`src/rtl/tmds_pkg.sv`:
```
// Shared TMDS types and constants: control symbols, disparity width, popcount helper.
// Pure declarations, no timing or flow control.
package tmds_pkg;

  typedef logic [9:0] tmds_sym_t;

  localparam int TMDS_CNT_W = 5;

  localparam tmds_sym_t TMDS_CTRL_00 = 10'h354;
  localparam tmds_sym_t TMDS_CTRL_01 = 10'h0AB;
  localparam tmds_sym_t TMDS_CTRL_10 = 10'h154;
  localparam tmds_sym_t TMDS_CTRL_11 = 10'h2AB;

  function automatic logic [3:0] popcount8(input logic [7:0] v);
    logic [3:0] n;
    n = '0;
    for (int i = 0; i < 8; i++) begin
      n = n + {3'b000, v[i]};
    end
    return n;
  endfunction

endpackage

```
`src/rtl/tmds_rgb_encoder_if.sv`:
```
// Pixel-side bus (de, syncs, RGB) and symbol outputs of the RGB TMDS encoder.
// No handshake: every field is valid on every clock.
interface tmds_rgb_encoder_if;
  import tmds_pkg::*;

  logic      de;
  logic      hsync_in;
  logic      vsync_in;
  logic [7:0] r_in;
  logic [7:0] g_in;
  logic [7:0] b_in;
  tmds_sym_t r;
  tmds_sym_t g;
  tmds_sym_t b;

  modport master (
    output de, hsync_in, vsync_in, r_in, g_in, b_in,
    input  r, g, b
  );

  modport slave (
    input  de, hsync_in, vsync_in, r_in, g_in, b_in,
    output r, g, b
  );

endinterface

```
`src/rtl/tmds_channel_encoder.sv`:
```
// Single-channel TMDS 8b/10b encoder with running disparity; 2-cycle latency.
// No backpressure: one symbol per clock, control symbols clear the disparity.
module tmds_channel_encoder
  import tmds_pkg::*;
(
  input  logic      clk,
  input  logic      reset,
  input  logic      de,
  input  logic      c0,
  input  logic      c1,
  input  logic [7:0] d,
  output tmds_sym_t q
);

  logic [7:0] d_s1;
  logic [3:0] n1d_s1;
  logic       de_s1;
  logic [1:0] ctl_s1;

  logic signed [TMDS_CNT_W-1:0] cnt;
  logic signed [TMDS_CNT_W-1:0] cnt_nxt;
  logic signed [TMDS_CNT_W-1:0] diff;
  logic signed [TMDS_CNT_W-1:0] two_qm8;
  tmds_sym_t  q_nxt;
  logic       use_xnor;
  logic [8:0] qm;
  logic [3:0] n1q;

  always_ff @(posedge clk or posedge reset) begin
    if (reset) begin
      d_s1   <= '0;
      n1d_s1 <= '0;
      de_s1  <= 1'b0;
      ctl_s1 <= 2'b00;
    end else begin
      d_s1   <= d;
      n1d_s1 <= popcount8(d);
      de_s1  <= de;
      ctl_s1 <= {c1, c0};
    end
  end

  always_comb begin
    use_xnor = (n1d_s1 > 4'd4) || ((n1d_s1 == 4'd4) && !d_s1[0]);
    qm       = '0;
    qm[0]    = d_s1[0];
    for (int i = 1; i < 8; i++) begin
      qm[i] = use_xnor ? ~(qm[i-1] ^ d_s1[i]) : (qm[i-1] ^ d_s1[i]);
    end
    qm[8]   = ~use_xnor;
    n1q     = popcount8(qm[7:0]);
    // n1 - n0 == 2*n1 - 8; modulo-32 wrap of the 5-bit result is harmless
    diff    = $signed({n1q, 1'b0} - 5'd8);
    two_qm8 = qm[8] ? 5'sd2 : 5'sd0;

    q_nxt   = TMDS_CTRL_00;
    cnt_nxt = cnt;
    if (!de_s1) begin
      cnt_nxt = 5'sd0;
      case (ctl_s1)
        2'b00:   q_nxt = TMDS_CTRL_00;
        2'b01:   q_nxt = TMDS_CTRL_01;
        2'b10:   q_nxt = TMDS_CTRL_10;
        default: q_nxt = TMDS_CTRL_11;
      endcase
    end else if ((cnt == 5'sd0) || (diff == 5'sd0)) begin
      q_nxt   = {~qm[8], qm[8], qm[8] ? qm[7:0] : ~qm[7:0]};
      cnt_nxt = qm[8] ? (cnt + diff) : (cnt - diff);
    end else if (((cnt > 5'sd0) && (diff > 5'sd0)) || ((cnt < 5'sd0) && (diff < 5'sd0))) begin
      q_nxt   = {1'b1, qm[8], ~qm[7:0]};
      cnt_nxt = cnt + two_qm8 - diff;
    end else begin
      q_nxt   = {1'b0, qm[8], qm[7:0]};
      cnt_nxt = cnt + diff - (qm[8] ? 5'sd0 : 5'sd2);
    end
  end

  always_ff @(posedge clk or posedge reset) begin
    if (reset) begin
      q   <= TMDS_CTRL_00;
      cnt <= '0;
    end else begin
      q   <= q_nxt;
      cnt <= cnt_nxt;
    end
  end

endmodule

```
`src/rtl/tmds_rgb_encoder.sv`:
```
// Three-channel DVI/TMDS encoder: sync polarity correction and channel mapping; 2-cycle latency.
// No backpressure: one symbol per channel every clock.
module tmds_rgb_encoder #(
  parameter logic HSYNC_POL = 1'b1,
  parameter logic VSYNC_POL = 1'b1
) (
  input  logic               clk,
  input  logic               reset,
  tmds_rgb_encoder_if.slave  px
);

  logic hsync_act;
  logic vsync_act;

  // Normalise so that 1 always means "sync active" on the blue channel.
  assign hsync_act = px.hsync_in ^ ~HSYNC_POL;
  assign vsync_act = px.vsync_in ^ ~VSYNC_POL;

  tmds_channel_encoder u_b (
    .clk   (clk),
    .reset (reset),
    .de    (px.de),
    .c0    (hsync_act),
    .c1    (vsync_act),
    .d     (px.b_in),
    .q     (px.b)
  );

  tmds_channel_encoder u_g (
    .clk   (clk),
    .reset (reset),
    .de    (px.de),
    .c0    (1'b0),
    .c1    (1'b0),
    .d     (px.g_in),
    .q     (px.g)
  );

  tmds_channel_encoder u_r (
    .clk   (clk),
    .reset (reset),
    .de    (px.de),
    .c0    (1'b0),
    .c1    (1'b0),
    .d     (px.r_in),
    .q     (px.r)
  );

endmodule

```
`src/flat_wrapper.sv`:
```
// flat-port wrapper written by rule: the top's interface ports become plain ports
module tmds_rgb_encoder_flat 
#(
  parameter logic HSYNC_POL = 1'b1,
  parameter logic VSYNC_POL = 1'b1
)
  (clk, reset, px_de, px_hsync_in, px_vsync_in, px_r_in, px_g_in, px_b_in, px_r, px_g, px_b);
  tmds_rgb_encoder_if px_i ();
  input  logic clk;
  input  logic reset;
  input wire logic [$bits(px_i.de)-1:0] px_de;
  input wire logic [$bits(px_i.hsync_in)-1:0] px_hsync_in;
  input wire logic [$bits(px_i.vsync_in)-1:0] px_vsync_in;
  input wire logic [$bits(px_i.r_in)-1:0] px_r_in;
  input wire logic [$bits(px_i.g_in)-1:0] px_g_in;
  input wire logic [$bits(px_i.b_in)-1:0] px_b_in;
  output wire logic [$bits(px_i.r)-1:0] px_r;
  output wire logic [$bits(px_i.g)-1:0] px_g;
  output wire logic [$bits(px_i.b)-1:0] px_b;
  assign px_i.de = px_de;
  assign px_i.hsync_in = px_hsync_in;
  assign px_i.vsync_in = px_vsync_in;
  assign px_i.r_in = px_r_in;
  assign px_i.g_in = px_g_in;
  assign px_i.b_in = px_b_in;
  assign px_r = px_i.r;
  assign px_g = px_i.g;
  assign px_b = px_i.b;
  tmds_rgb_encoder #(.HSYNC_POL(HSYNC_POL), .VSYNC_POL(VSYNC_POL)) u_core (.clk(clk), .reset(reset), .px(px_i));
endmodule
```
`config.mk`:
```
export PLATFORM = sky130hd
export DESIGN_NAME = tmds_rgb_encoder_flat
export DESIGN_NICKNAME = d
export VERILOG_FILES = /design/src/rtl/tmds_pkg.sv /design/src/rtl/tmds_rgb_encoder_if.sv /design/src/rtl/tmds_channel_encoder.sv /design/src/rtl/tmds_rgb_encoder.sv /design/src/flat_wrapper.sv
export SDC_FILE = /design/constraint.sdc
export NUM_CORES = 1
export LEC_CHECK = 0
export CAP_MARGIN = 25
export CORE_ASPECT_RATIO = 2
export CORE_MARGIN = 2
export CORE_UTILIZATION = 25
export DETAILED_ROUTE_END_ITERATION = 16
export GPL_TIMING_DRIVEN = 0
export HOLD_SLACK_MARGIN = 0.06
export MAX_ROUTING_LAYER = met4
export REMOVE_ABC_BUFFERS = 1
export SLEW_MARGIN = 20
export SYNTH_ARGS = -nofsm -noshare
export SYNTH_HDL_FRONTEND = slang
export SYNTH_SLANG_ARGS = --single-unit
```
`constraint.sdc`:
```
create_clock -name clk -period 12 [get_ports clk]
set_input_delay 2.4 -clock clk [delete_from_list [all_inputs] [get_ports clk]]
set_output_delay 2.4 -clock clk [all_outputs]
set_load 0.01 [all_outputs]
```
==> impl_metrics.csv <==
group,metric,value,unit
status,run_status,"completed",
clocking,cts_buffers,9,
setup_path,timing.critical_path.required,12270,ps
synthesis,synth_top_flop_cell,"dfrtp_1",
synthesis,yosysWarningCount,0,
clocking,cts_setup_buffers,0,
grt,grt_util_met1,9.72,%
final_layout,mostFrequentLayoutCells,"72 x inv_1, 66 x dfrtp_1, 60 x ha_1",
clocking,ctsResizeCount,0,
final_layout,nets,721,
timing,slew-limit-headroom,38.6,%
routing,first_pass_iters,4,
grt,grt_most_used_layer,"met2",
synthesis,mappedNetlistArea,5860,µm²
synthesis,async_reset_ff_share,100,%
placed_design,pre_cts_slack,5950,ps
floorplanning,die_width,112,µm
timing,clock_skew,9.50,ps
synthesis,synth_cell_type_count,49,
final_layout,mostFrequentLayoutCell,"inv_1",
setup_path,criticalPathCategory,"reg2reg",
clocking,clk_pin_slew,60,ps
setup_path,crit_path_end_kind,"flop",
grt,globalRoute.totalOverflow,0,
grt,grt_util_met2,21.8,%
final_layout,antennaDiodeCount,0,
floorplanning,core_area,23100,µm²
timing,fin_hold_ws,642,ps
floorplanning,die_height,220,µm
timing,postLayoutSetupSlackWorst,5980,ps
placed_design,numPortBuffers,58,
grt,pin_count_of_the_biggest_net_entering_global_routing,59,
grt,antenna_found_initial,0,
timing,rsz_0062_raised_after_global_routing,"no",
clocking,cts_tree,"yes",
timing,layout_min_cycle_time,6020,ps
routing,route.detailed.drc,0,
routing,final_antenna_net_count,0,
final_layout,area_growth_syn_to_layout,21.8,%
synthesis,ys_ff_latch,81,
placed_design,routabilityCongestion,0.890,
routing,wire_per_inst,14.1,µm
grt,grt_util_all_layers,11.1,%
routing,detailedRoute.firstIterationViolations,163,
placed_design,post-dp-hpwl,10100,µm
worst_hold_path,hold_path.class,"reg2reg",
clocking,clock_sink_count,81,
synthesis,yosys.area.top_type_share,28.2,%
timing,finalSetupViolations,0,
clocking,htree_num_levels,3,
synthesis,number_of_enable_flip_flop_cells_after_synthesis,0,
final_layout,fillers,2395,
timing,final-max-slew-violation-count,0,
synthesis,top_post_synthesis_cells_by_area,"dfrtp_1 28%, fa_1 14%, ha_1 13%",
final_layout,drive_gt1_share,8.57,%
grt,grt_first_pass_wirelength,20600,µm
synthesis,avgSynthCellArea,11.2,µm²
synthesis,synth_top_area_cell,"dfrtp_1",
grt,met3_usage,2.25,%
routing,vias_after_detailed_routing,3739,
timing,worst_pin_slew,917,ps
job,cap_violations,0,
clocking,clockRootBuffer,"clkbuf_16",
timing,fmax,166,MHz
floorplanning,row_count,79,
floorplanning,floorplan_die_area,24700,µm²
floorplanning,num_io_pins,59,
clocking,clock_insertion_delay_worst_skew,360,ps
synthesis,gate_count_post_synth,525,
synthesis,seq_area_frac_synth,34.9,%
clocking,quantity_of_hold_fixing_buffers_added_after_cts,0,
setup_path,start_kind,"flop",
routing,totalWireLength,12400,µm
timing,period_utilization_post_route,50.1,%
clocking,cts.path.max_buffers,2,
floorplanning,initial_core_util,25.3,%
routing,post_drt_via_cell_ratio,4.26,
setup_path,timing.critical_path.fanout_max,10,
setup_path,critPathArrivalTime,6290,ps
timing,totalNegativeSetupSlack,0,ps
grt,first_global_vias,4246,
timing,hold_viol_final,0,
kinds of logic after synthesis:
| family | after synthesis | share of synthesized area (%) |
|---|---|---|
| AOI/OAI and AO/OA | 69 | 8.07 |
| buffers and inverters | 83 | 5.55 |
| xor gates and xnor gates | 88 | 15.1 |
| adders and majority gates | 102 | 27.2 |
| muxes | 13 | 2.22 |
| and+or+nand+nor | 89 | 7.01 |
| DFF | 81 | 34.9 |
routing by layer:
metal | routed length (µm) | up-vias
met3 | 402 | 24
met1 | 4170 | 1852
li1 | - | 1803
met2 | 7460 | 60
met5 | 0 | -
met4 | 370 | 0
stage by stage:
step | std cells | util, % | cell area, µm²
finish | 878 | 30.8 | 7130
floorplan | 518 | - | 5820
detailed placement | 862 | 29.5 | 6830
global placement | 859 | 29.2 | 6760
global route | 878 | 30.8 | 7130
CTS | 878 | 30.8 | 7130
worst max-delay path: stages, from the launching register on:
cell,delay (ps)
dfrtp_1,510
or3b_1,430
a21oi_4,420
xnor2_1,160
fa_1,520
inv_1,60
fa_1,550
fa_1,420
ha_1,250
fa_1,410
xor2_1,310
ha_1,200
or3b_2,510
a31oi_1,600
mux2i_1,150
o21ai_0,240
mux2i_1,210
worst paths after layout:
path                                      start                end  slack [ps]  cells after the start
hold / removal             u_core.u_r.n1d_s1[3]    u_core.u_r.q[8]         640                      3
max in group asynchronous                 reset    u_core.u_b.q[8]        9010                      3
hold reg to reg            u_core.u_r.n1d_s1[3]    u_core.u_r.q[8]         640                      3
setup reg to reg             u_core.u_r.d_s1[0]  u_core.u_r.cnt[4]        5980                     16
min in group asynchronous                 reset    u_core.u_g.q[7]        2360                      2
setup / recovery             u_core.u_r.d_s1[0]  u_core.u_r.cnt[4]        5980                     16
state kept, by name, summed over array words and instances, names as in the netlist:
register / cells
u_core.u_b.q: 10
u_core.u_g.q: 10
u_core.u_r.q: 10
u_core.u_b.d_s1: 8
u_core.u_g.d_s1: 8
u_core.u_r.d_s1: 8
u_core.u_b.cnt: 4
u_core.u_b.n1d_s1: 4
u_core.u_g.cnt: 4
u_core.u_g.n1d_s1: 4
u_core.u_r.cnt: 4
u_core.u_r.n1d_s1: 4
u_core.u_b.ctl_s1: 2
u_core.u_r.de_s1: 1
synth_stat cells (3+ instances only):
cell type	instances
nor2b_1	3
dfstp_2	15
dfrtp_1	66
or3_1	3
mux2i_1	13
xnor2_1	53
nand2b_1	6
nor2_1	32
fa_1	42
a211oi_1	12
clkbuf_1	3
o21ai_1	3
a31oi_1	4
nor3_1	3
ha_1	60
nand3_1	5
a21oi_1	21
inv_1	73
xor2_1	27
o21ai_0	8
o21bai_1	5
a21o_1	7
nand2_1	29
layout make-up:
class	instances	area [µm²]	share of cell area (%)
sequential	81	2050	28.7
inverter	76	293	4.10
timing repair buffer	61	647	9.07
clock inverter	7	77.6	1.09
tap	283	354	4.96
clock buffer	9	225	3.16
multi-input combinational	361	3490	48.9
Power is not shown: default switching activity piles up to over one toggle a cycle in this logic, so the estimate is an artifact.
